<file path="config.mk">
export PLATFORM = sky130hd
export DESIGN_NAME = pipelined_addsub_flat
export DESIGN_NICKNAME = d
export VERILOG_FILES = /design/src/rtl/pipelined_addsub_pkg.sv /design/src/rtl/pipelined_addsub_if.sv /design/src/rtl/pipelined_addsub_add_chunk.sv /design/src/rtl/pipelined_addsub.sv /design/src/flat_wrapper.sv
export SDC_FILE = /design/constraint.sdc
export NUM_CORES = 1
export LEC_CHECK = 0
export ABC_AREA = 1
export BUFFER_PORTS_ARGS = -buffer_cell sky130_fd_sc_hd__buf_2
export CORE_ASPECT_RATIO = 0.7
export CORE_MARGIN = 2
export CORE_UTILIZATION = 58
export DETAILED_ROUTE_END_ITERATION = 12
export GPL_ROUTABILITY_DRIVEN = 0
export PLACE_DENSITY = 0.91
export REMOVE_ABC_BUFFERS = 1
export SYNTH_ARGS = -nofsm -noshare
export SYNTH_HDL_FRONTEND = slang
export SYNTH_SLANG_ARGS = --single-unit
export TNS_END_PERCENT = 50
</file>
<file path="constraint.sdc">
create_clock -name clk -period 5.6 [get_ports clk]
set_clock_uncertainty 0.2 [all_clocks]
set_input_delay 1.12 -clock clk [delete_from_list [all_inputs] [get_ports clk]]
set_output_delay 1.12 -clock clk [all_outputs]
set_load 0.02 [all_outputs]
</file>
<file path="src/rtl/pipelined_addsub_pkg.sv">
// Shared constants and result bundle for the pipelined adder/subtractor.
package pipelined_addsub_pkg;

    localparam int DEF_WIDTH = 32;
    localparam int DEF_CHUNK = 8;

    // Packed result for consumers that move sum and flags as one word.
    typedef struct packed {
        logic [DEF_WIDTH-1:0] s;
        logic                 co;
        logic                 ov;
        logic                 zero;
    } addsub_result_t;

    // Pipeline depth for a given operand width and segment size.
    function automatic int num_stages(input int width, input int chunk);
        return width / chunk;
    endfunction

endpackage

</file>
<file path="src/rtl/pipelined_addsub_if.sv">
// Request/result channels of the pipelined adder/subtractor.
// The master offers operations and consumes results; the slave is the adder.
interface pipelined_addsub_if #(
    parameter int WIDTH = pipelined_addsub_pkg::DEF_WIDTH
);
    logic             in_valid;
    logic             in_ready;
    logic [WIDTH-1:0] a;
    logic [WIDTH-1:0] b;
    logic             ci;
    logic             sub;
    logic             out_valid;
    logic             out_ready;
    logic [WIDTH-1:0] s;
    logic             co;
    logic             ov;
    logic             zero;

    modport master (
        output in_valid, a, b, ci, sub, out_ready,
        input  in_ready, out_valid, s, co, ov, zero
    );

    modport slave (
        input  in_valid, a, b, ci, sub, out_ready,
        output in_ready, out_valid, s, co, ov, zero
    );
endinterface

</file>
<file path="src/rtl/pipelined_addsub_add_chunk.sv">
// Combinational CHUNK-bit ripple adder segment. Also exposes the carry into
// its top bit so the last segment can form the signed-overflow flag.
module add_chunk #(
    parameter int CHUNK = 8
) (
    input  logic [CHUNK-1:0] x,
    input  logic [CHUNK-1:0] y,
    input  logic             cin,
    output logic [CHUNK-1:0] sum,
    output logic             cout,
    output logic             ctop
);
    logic [CHUNK:0] c;

    assign c[0] = cin;

    for (genvar gi = 0; gi < CHUNK; gi++) begin : g_bit
        assign sum[gi]  = x[gi] ^ y[gi] ^ c[gi];
        assign c[gi+1]  = (x[gi] & y[gi]) | (c[gi] & (x[gi] ^ y[gi]));
    end

    assign cout = c[CHUNK];
    assign ctop = c[CHUNK-1];
endmodule

</file>
<file path="src/rtl/pipelined_addsub.sv">
// Pipelined WIDTH-bit adder/subtractor: one CHUNK-bit ripple segment per
// stage, carry handed stage to stage, upper operand bits skewed alongside.
// WIDTH must be >= 2 and a multiple of CHUNK.
module pipelined_addsub
    import pipelined_addsub_pkg::*;
#(
    parameter int WIDTH = DEF_WIDTH,
    parameter int CHUNK = DEF_CHUNK
) (
    input  logic             clk,
    input  logic             rst_n,
    pipelined_addsub_if.slave bus
);
    localparam int STAGES = WIDTH / CHUNK;
    // Inter-stage registers sit between segments; a single-stage build keeps
    // a one-entry array that is never loaded.
    localparam int PIPE   = (STAGES > 1) ? STAGES - 1 : 1;

    logic             adv;
    logic [WIDTH-1:0] b_eff;
    logic             c_in;

    // Inter-stage registers. Operands are stored pre-shifted so every stage
    // always sums the low CHUNK bits; partial sums enter at the top and shift
    // down, so after the last stage chunk 0 lands at bit 0.
    logic [WIDTH-1:0] a_reg   [PIPE];
    logic [WIDTH-1:0] b_reg   [PIPE];
    logic [WIDTH-1:0] sum_reg [PIPE];
    logic [PIPE-1:0]  carry_reg;
    logic [PIPE-1:0]  valid_reg;

    logic             out_valid_reg;
    logic [WIDTH-1:0] s_reg;
    logic             co_reg;
    logic             ov_reg;
    logic             zero_reg;

    // Per-stage combinational view.
    logic [WIDTH-1:0] a_in     [STAGES];
    logic [WIDTH-1:0] b_in     [STAGES];
    logic [WIDTH-1:0] sum_prev [STAGES];
    logic [WIDTH-1:0] sum_next [STAGES];
    logic [CHUNK-1:0] sum_c    [STAGES];
    logic             ctop_c   [STAGES];
    logic [STAGES-1:0] cin_c;
    logic [STAGES-1:0] cout_c;
    logic [STAGES-1:0] v_in;

    // Subtraction as a + ~b + ~borrow.
    assign b_eff = bus.sub ? ~bus.b : bus.b;
    assign c_in  = bus.sub ? ~bus.ci : bus.ci;

    // Whole pipeline moves together; a free or draining output slot lets it advance.
    assign adv          = ~out_valid_reg | bus.out_ready;
    assign bus.in_ready = adv;

    for (genvar gi = 0; gi < STAGES; gi++) begin : g_stage
        if (gi == 0) begin : g_entry
            assign a_in[gi]     = bus.a;
            assign b_in[gi]     = b_eff;
            assign cin_c[gi]    = c_in;
            assign v_in[gi]     = bus.in_valid;
            assign sum_prev[gi] = '0;
        end else begin : g_inner
            assign a_in[gi]     = a_reg[gi-1];
            assign b_in[gi]     = b_reg[gi-1];
            assign cin_c[gi]    = carry_reg[gi-1];
            assign v_in[gi]     = valid_reg[gi-1];
            assign sum_prev[gi] = sum_reg[gi-1];
        end

        add_chunk #(.CHUNK(CHUNK)) u_add (
            .x    (a_in[gi][CHUNK-1:0]),
            .y    (b_in[gi][CHUNK-1:0]),
            .cin  (cin_c[gi]),
            .sum  (sum_c[gi]),
            .cout (cout_c[gi]),
            .ctop (ctop_c[gi])
        );

        assign sum_next[gi] = (WIDTH'(sum_c[gi]) << (WIDTH - CHUNK)) | (sum_prev[gi] >> CHUNK);
    end

    // Shift every stage forward on advance; reset flushes all in-flight work.
    always_ff @(posedge clk or negedge rst_n) begin
        if (!rst_n) begin
            for (int k = 0; k < PIPE; k++) begin
                a_reg[k]   <= '0;
                b_reg[k]   <= '0;
                sum_reg[k] <= '0;
            end
            carry_reg     <= '0;
            valid_reg     <= '0;
            out_valid_reg <= 1'b0;
            s_reg         <= '0;
            co_reg        <= 1'b0;
            ov_reg        <= 1'b0;
            zero_reg      <= 1'b0;
        end else if (adv) begin
            for (int k = 0; k < STAGES - 1; k++) begin
                a_reg[k]     <= a_in[k] >> CHUNK;
                b_reg[k]     <= b_in[k] >> CHUNK;
                sum_reg[k]   <= sum_next[k];
                carry_reg[k] <= cout_c[k];
                valid_reg[k] <= v_in[k];
            end
            out_valid_reg <= v_in[STAGES-1];
            s_reg         <= sum_next[STAGES-1];
            co_reg        <= cout_c[STAGES-1];
            ov_reg        <= cout_c[STAGES-1] ^ ctop_c[STAGES-1];
            zero_reg      <= ~|sum_next[STAGES-1];
        end
    end

    assign bus.out_valid = out_valid_reg;
    assign bus.s         = s_reg;
    assign bus.co        = co_reg;
    assign bus.ov        = ov_reg;
    assign bus.zero      = zero_reg;
endmodule
</file>
<file path="src/flat_wrapper.sv">
// flat-port wrapper written by rule: the top's interface ports become plain ports
module pipelined_addsub_flat import pipelined_addsub_pkg::*;
#(
    parameter int WIDTH = DEF_WIDTH,
    parameter int CHUNK = DEF_CHUNK
)
  (clk, rst_n, bus_in_valid, bus_a, bus_b, bus_ci, bus_sub, bus_out_ready, bus_in_ready, bus_out_valid, bus_s, bus_co, bus_ov, bus_zero);
  pipelined_addsub_if #(.WIDTH(WIDTH)) bus_i ();
  input  logic clk;
  input  logic rst_n;
  input wire logic [$bits(bus_i.in_valid)-1:0] bus_in_valid;
  input wire logic [$bits(bus_i.a)-1:0] bus_a;
  input wire logic [$bits(bus_i.b)-1:0] bus_b;
  input wire logic [$bits(bus_i.ci)-1:0] bus_ci;
  input wire logic [$bits(bus_i.sub)-1:0] bus_sub;
  input wire logic [$bits(bus_i.out_ready)-1:0] bus_out_ready;
  output wire logic [$bits(bus_i.in_ready)-1:0] bus_in_ready;
  output wire logic [$bits(bus_i.out_valid)-1:0] bus_out_valid;
  output wire logic [$bits(bus_i.s)-1:0] bus_s;
  output wire logic [$bits(bus_i.co)-1:0] bus_co;
  output wire logic [$bits(bus_i.ov)-1:0] bus_ov;
  output wire logic [$bits(bus_i.zero)-1:0] bus_zero;
  assign bus_i.in_valid = bus_in_valid;
  assign bus_i.a = bus_a;
  assign bus_i.b = bus_b;
  assign bus_i.ci = bus_ci;
  assign bus_i.sub = bus_sub;
  assign bus_i.out_ready = bus_out_ready;
  assign bus_in_ready = bus_i.in_ready;
  assign bus_out_valid = bus_i.out_valid;
  assign bus_s = bus_i.s;
  assign bus_co = bus_i.co;
  assign bus_ov = bus_i.ov;
  assign bus_zero = bus_i.zero;
  pipelined_addsub #(.WIDTH(WIDTH), .CHUNK(CHUNK)) u_core (.clk(clk), .rst_n(rst_n), .bus(bus_i));
endmodule
</file>
==> summary.txt <==
Power and ir drop
  • Seq pwr share: approximately 43%
  • Switching Fraction: a little under two fifths
  • Logic pwr share: about a third
  • Switch Pwr: 0.00200 W
  • PwrDens: between 500 and 600 nW/µm²
  • Int Pwr: between 0.003 and 0.004 W
  • Clock share of power: a little under a quarter
  • Worst vdd ir: around 280 µV
  • Static leakage: 4.72 nW

Synth
  • Synth top area share: a little under three fifths
  • Post-synth EDFFs: 0
  • Synthesized area per cell: around 9.7 µm²
  • Mapped Area: roughly 8000 µm²
  • Most frequent cell after synthesis: nand2_1
  • Top post-synthesis cells by area: dfrtp_1 58%, nand2_1 17%, fa_1 7.9%, o21ai_0 4.9%, xnor2_1 3.1%
  • Syn Inst Count: approximately 840
  • Post-synth top cells: 366 x nand2_1, 186 x dfrtp_1, 79 x o21ai_0, 58 x inv_1, 32 x fa_1
  • Yosys top cell by area: dfrtp_1
  • Synth Flop Type: dfrtp_1
  • Seq/Total Area, Yosys: 57.5%
  • Post-synth ARST share: 100%
  • Post-synthesis register bit count: approximately 190
  • Distinct cells, synth: 19
  • Synth warnings: 0

Finish
  • Register area: 4650 µm²
  • Footprint of the multi-input gates: a little under 3000 µm²
  • Layout cells sized above 1: between 10% and 20%
  • Filler cells: approximately 1100
  • Area Growth Syn to Fin: 13.7%
  • Final nets: a little over 1000
  • Final Instance Area: 9210 µm²
  • Ant diodes: 0

Worst setup path
  • WP data required: roughly 5700 ps
  • Most common cell on crit path: fa_1
  • CP peak stage delay: 490 ps
  • CP Capture Type: flop
  • Critical Path Slowest Stage Cell: fa_1
  • Reg2reg start: u_core.carry_reg[2]
  • Crit path launch: u_core.carry_reg[2]
  • Cell Chain, Critical Path: fa_1, fa_1, fa_1, fa_1, inv_1, fa_1, inv_1, fa_1, fa_1, inv_1, fa_1, inv_1, nor2_1, nand3_1, nor2_1, nand3_1, nand2_1
  • CP startpoint kind: flop
  • Worst Path Max Fanout: 2
  • CP arrival: around 4800 ps
  • Worst Path Class, Setup: reg2reg

Detailed routing
  • Vias: roughly 5600
  • Drt drc: 0
  • 1st-pass router iterations: 7
  • DRT Wirelength: 15600 µm
  • DRT iter0 DRCs: 321
  • DR WL/cell: approximately 14 µm
  • ANT nets after route: 0
  • Via-to-Cell Ratio: slightly below 5

Place
  • Cell Area, Placed: around 8600 µm²
  • IO buf count: about 110
  • Detail Placement HPWL: 10100 µm

Timing
  • Peak Freq: between 200 and 250 MHz
  • Final Hold Vio Count: 0
  • Fin. max-slew vios: 0
  • Worst-Margin Slew: around 1000 ps
  • Max_slew headroom: roughly a third
  • Final Cycle Share: 83.1%
  • Final setup vio count: 0
  • RSZ-0062 raised after global routing: no
  • Hold Slack: 269 ps
  • Period minus WS final: between 4000 and 5000 ps
  • Setup TNS Final: 0 ps

Outcome
  • Status: completed

GRT
  • Grt ovf: 0
  • Initial antenna violation count: 0
  • Grt peak-use layer: met2
  • Met3 usage: slightly below 5%
  • Number of global-route vias before repair: 5353
  • Met1 Track Usage GR: 30.8%
  • All-Layer GR Usage: around 22%
  • Pin count of the biggest net entering global routing: 138
  • Met2 Track Usage GR: a little over a third
  • First-pass GRT wire length: 25800 µm

Clock tree
  • Post-CTS sizing: 0
  • Post-CTS setup buffer count: 0
  • CTS H-tree depth: 4
  • Clock buffer count from CTS: 17
  • Clock tree from TritonCTS: done
  • # hold bufs at CTS: 0
  • Longest Clk Path Bufs: 2
  • CTS clk-pin slew, worst paths: 70 ps
  • Num Clock Sinks: roughly 190
  • Clk_lat worst skew: about 430 ps
  • Clock Tree Root: clkbuf_16

Die
  • DIE WIDTH: around 150 µm
  • Core area: about 14000 µm²
  • Row count: 36
  • Die Span Y: slightly above 100 µm
  • Die area: around 15000 µm²
  • I/O Pins: around 110
  • Starting Density: between 50% and 60%

Hold path
  • Worst hold start: u_core.sum_prev[94]
  • Min-Delay Path Class: reg2reg

Flow run
  • Max_cap viols: 0
path summary, 6_finish.rpt:
kind / depth (start not counted) / to / slack [ps]
setup / recovery: 17 / u_core.bus.zero / 950
hold / removal: 2 / u_core.sum_prev[54] / 270
setup reg to reg: 17 / u_core.bus.zero / 950
hold reg to reg: 2 / u_core.sum_prev[54] / 270
max in group asynchronous: 2 / u_core.bus.s[14] / 3490
min in group asynchronous: 1 / u_core.bus.out_valid / 610
layout make-up:
cell class / instances / area share (%)
Timing Repair Buffer: 113 / 6.43
Clock inverter: 12 / 1.77
Multi-Input combinational cell: 549 / 31.4
Sequential cell: 186 / 50.6
Clock buffer: 19 / 4.81
Inverter: 59 / 2.46
Tap cell: 190 / 2.58
metrics by stage:
stage / cells / setup WS [ps] / total power (W) / util [%]
after floorplan: 794 / 1120 / 0.00349 / -
after global placement: 1097 / 758 / 0.00397 / 62.4
after detailed placement: 1097 / 653 / 0.00409 / 62.4
after CTS: 1128 / 926 / 0.00536 / 66.8
after global routing: 1128 / 739 / 0.00574 / 66.8
final: 1128 / 947 / 0.00532 / 66.8
power by group through the flow:
stage | logic (W) | clock network, W | registers [W]
6_report | 0.00181 | 0.00124 | 0.00226
5_1_grt | 0.00210 | 0.00132 | 0.00233
4_1_cts | 0.00184 | 0.00126 | 0.00226
3_5_place_dp | 0.00181 | 0 | 0.00228
3_3_place_gp | 0.00172 | 0 | 0.00225
2_1_floorplan | 0.00113 | 0 | 0.00236
critical path: cells and delay by family, from the launching register on:
kind | cells | cell delay (ps)
adder cells (fa/ha/maj) | 8 | 3350
buffers and inverters | 4 | 330
flip-flops | 1 | 400
AND/OR/NAND/NOR | 5 | 300
routing by layer:
metal / vias up / share of wire (%) / wire (µm)
met4: 0 / 1.1 / 174
met5: - / 0 / 0
met1: 2688 / 46 / 7120
met3: 19 / 5.2 / 804
li1: 2733 / - / -
met2: 145 / 48 / 7510
kinds of logic after synthesis:
family,count (synthesis),synth area share [%]
xor+xnor,34,3.68
flops,186,57.5
simple gates,384,17.9
compound gates,99,6.12
fa+ha+maj,32,7.91
buf+inv,103,6.85
layout by cell type (no fill, tap or decap), types with 2 or more instances in the layout:
cell type / synthesis / routed
clkinv_4: 0 / 2
dfrtp_1: 186 / 186
clkbuf_8: 0 / 2
buf_4: 7 / 7
nand3_1: 4 / 4
o21ai_1: 20 / 20
nand2_1: 366 / 366
o21ai_0: 79 / 79
inv_6: 0 / 5
fa_1: 32 / 32
buf_2: 15 / 105
xor2_1: 5 / 5
xnor2_1: 29 / 29
clkbuf_16: 0 / 17
bufinv_16: 0 / 3
nor2_1: 12 / 12
clkinvlp_4: 0 / 2
inv_1: 58 / 58
Note: power is estimated with default switching activity, not from simulation.
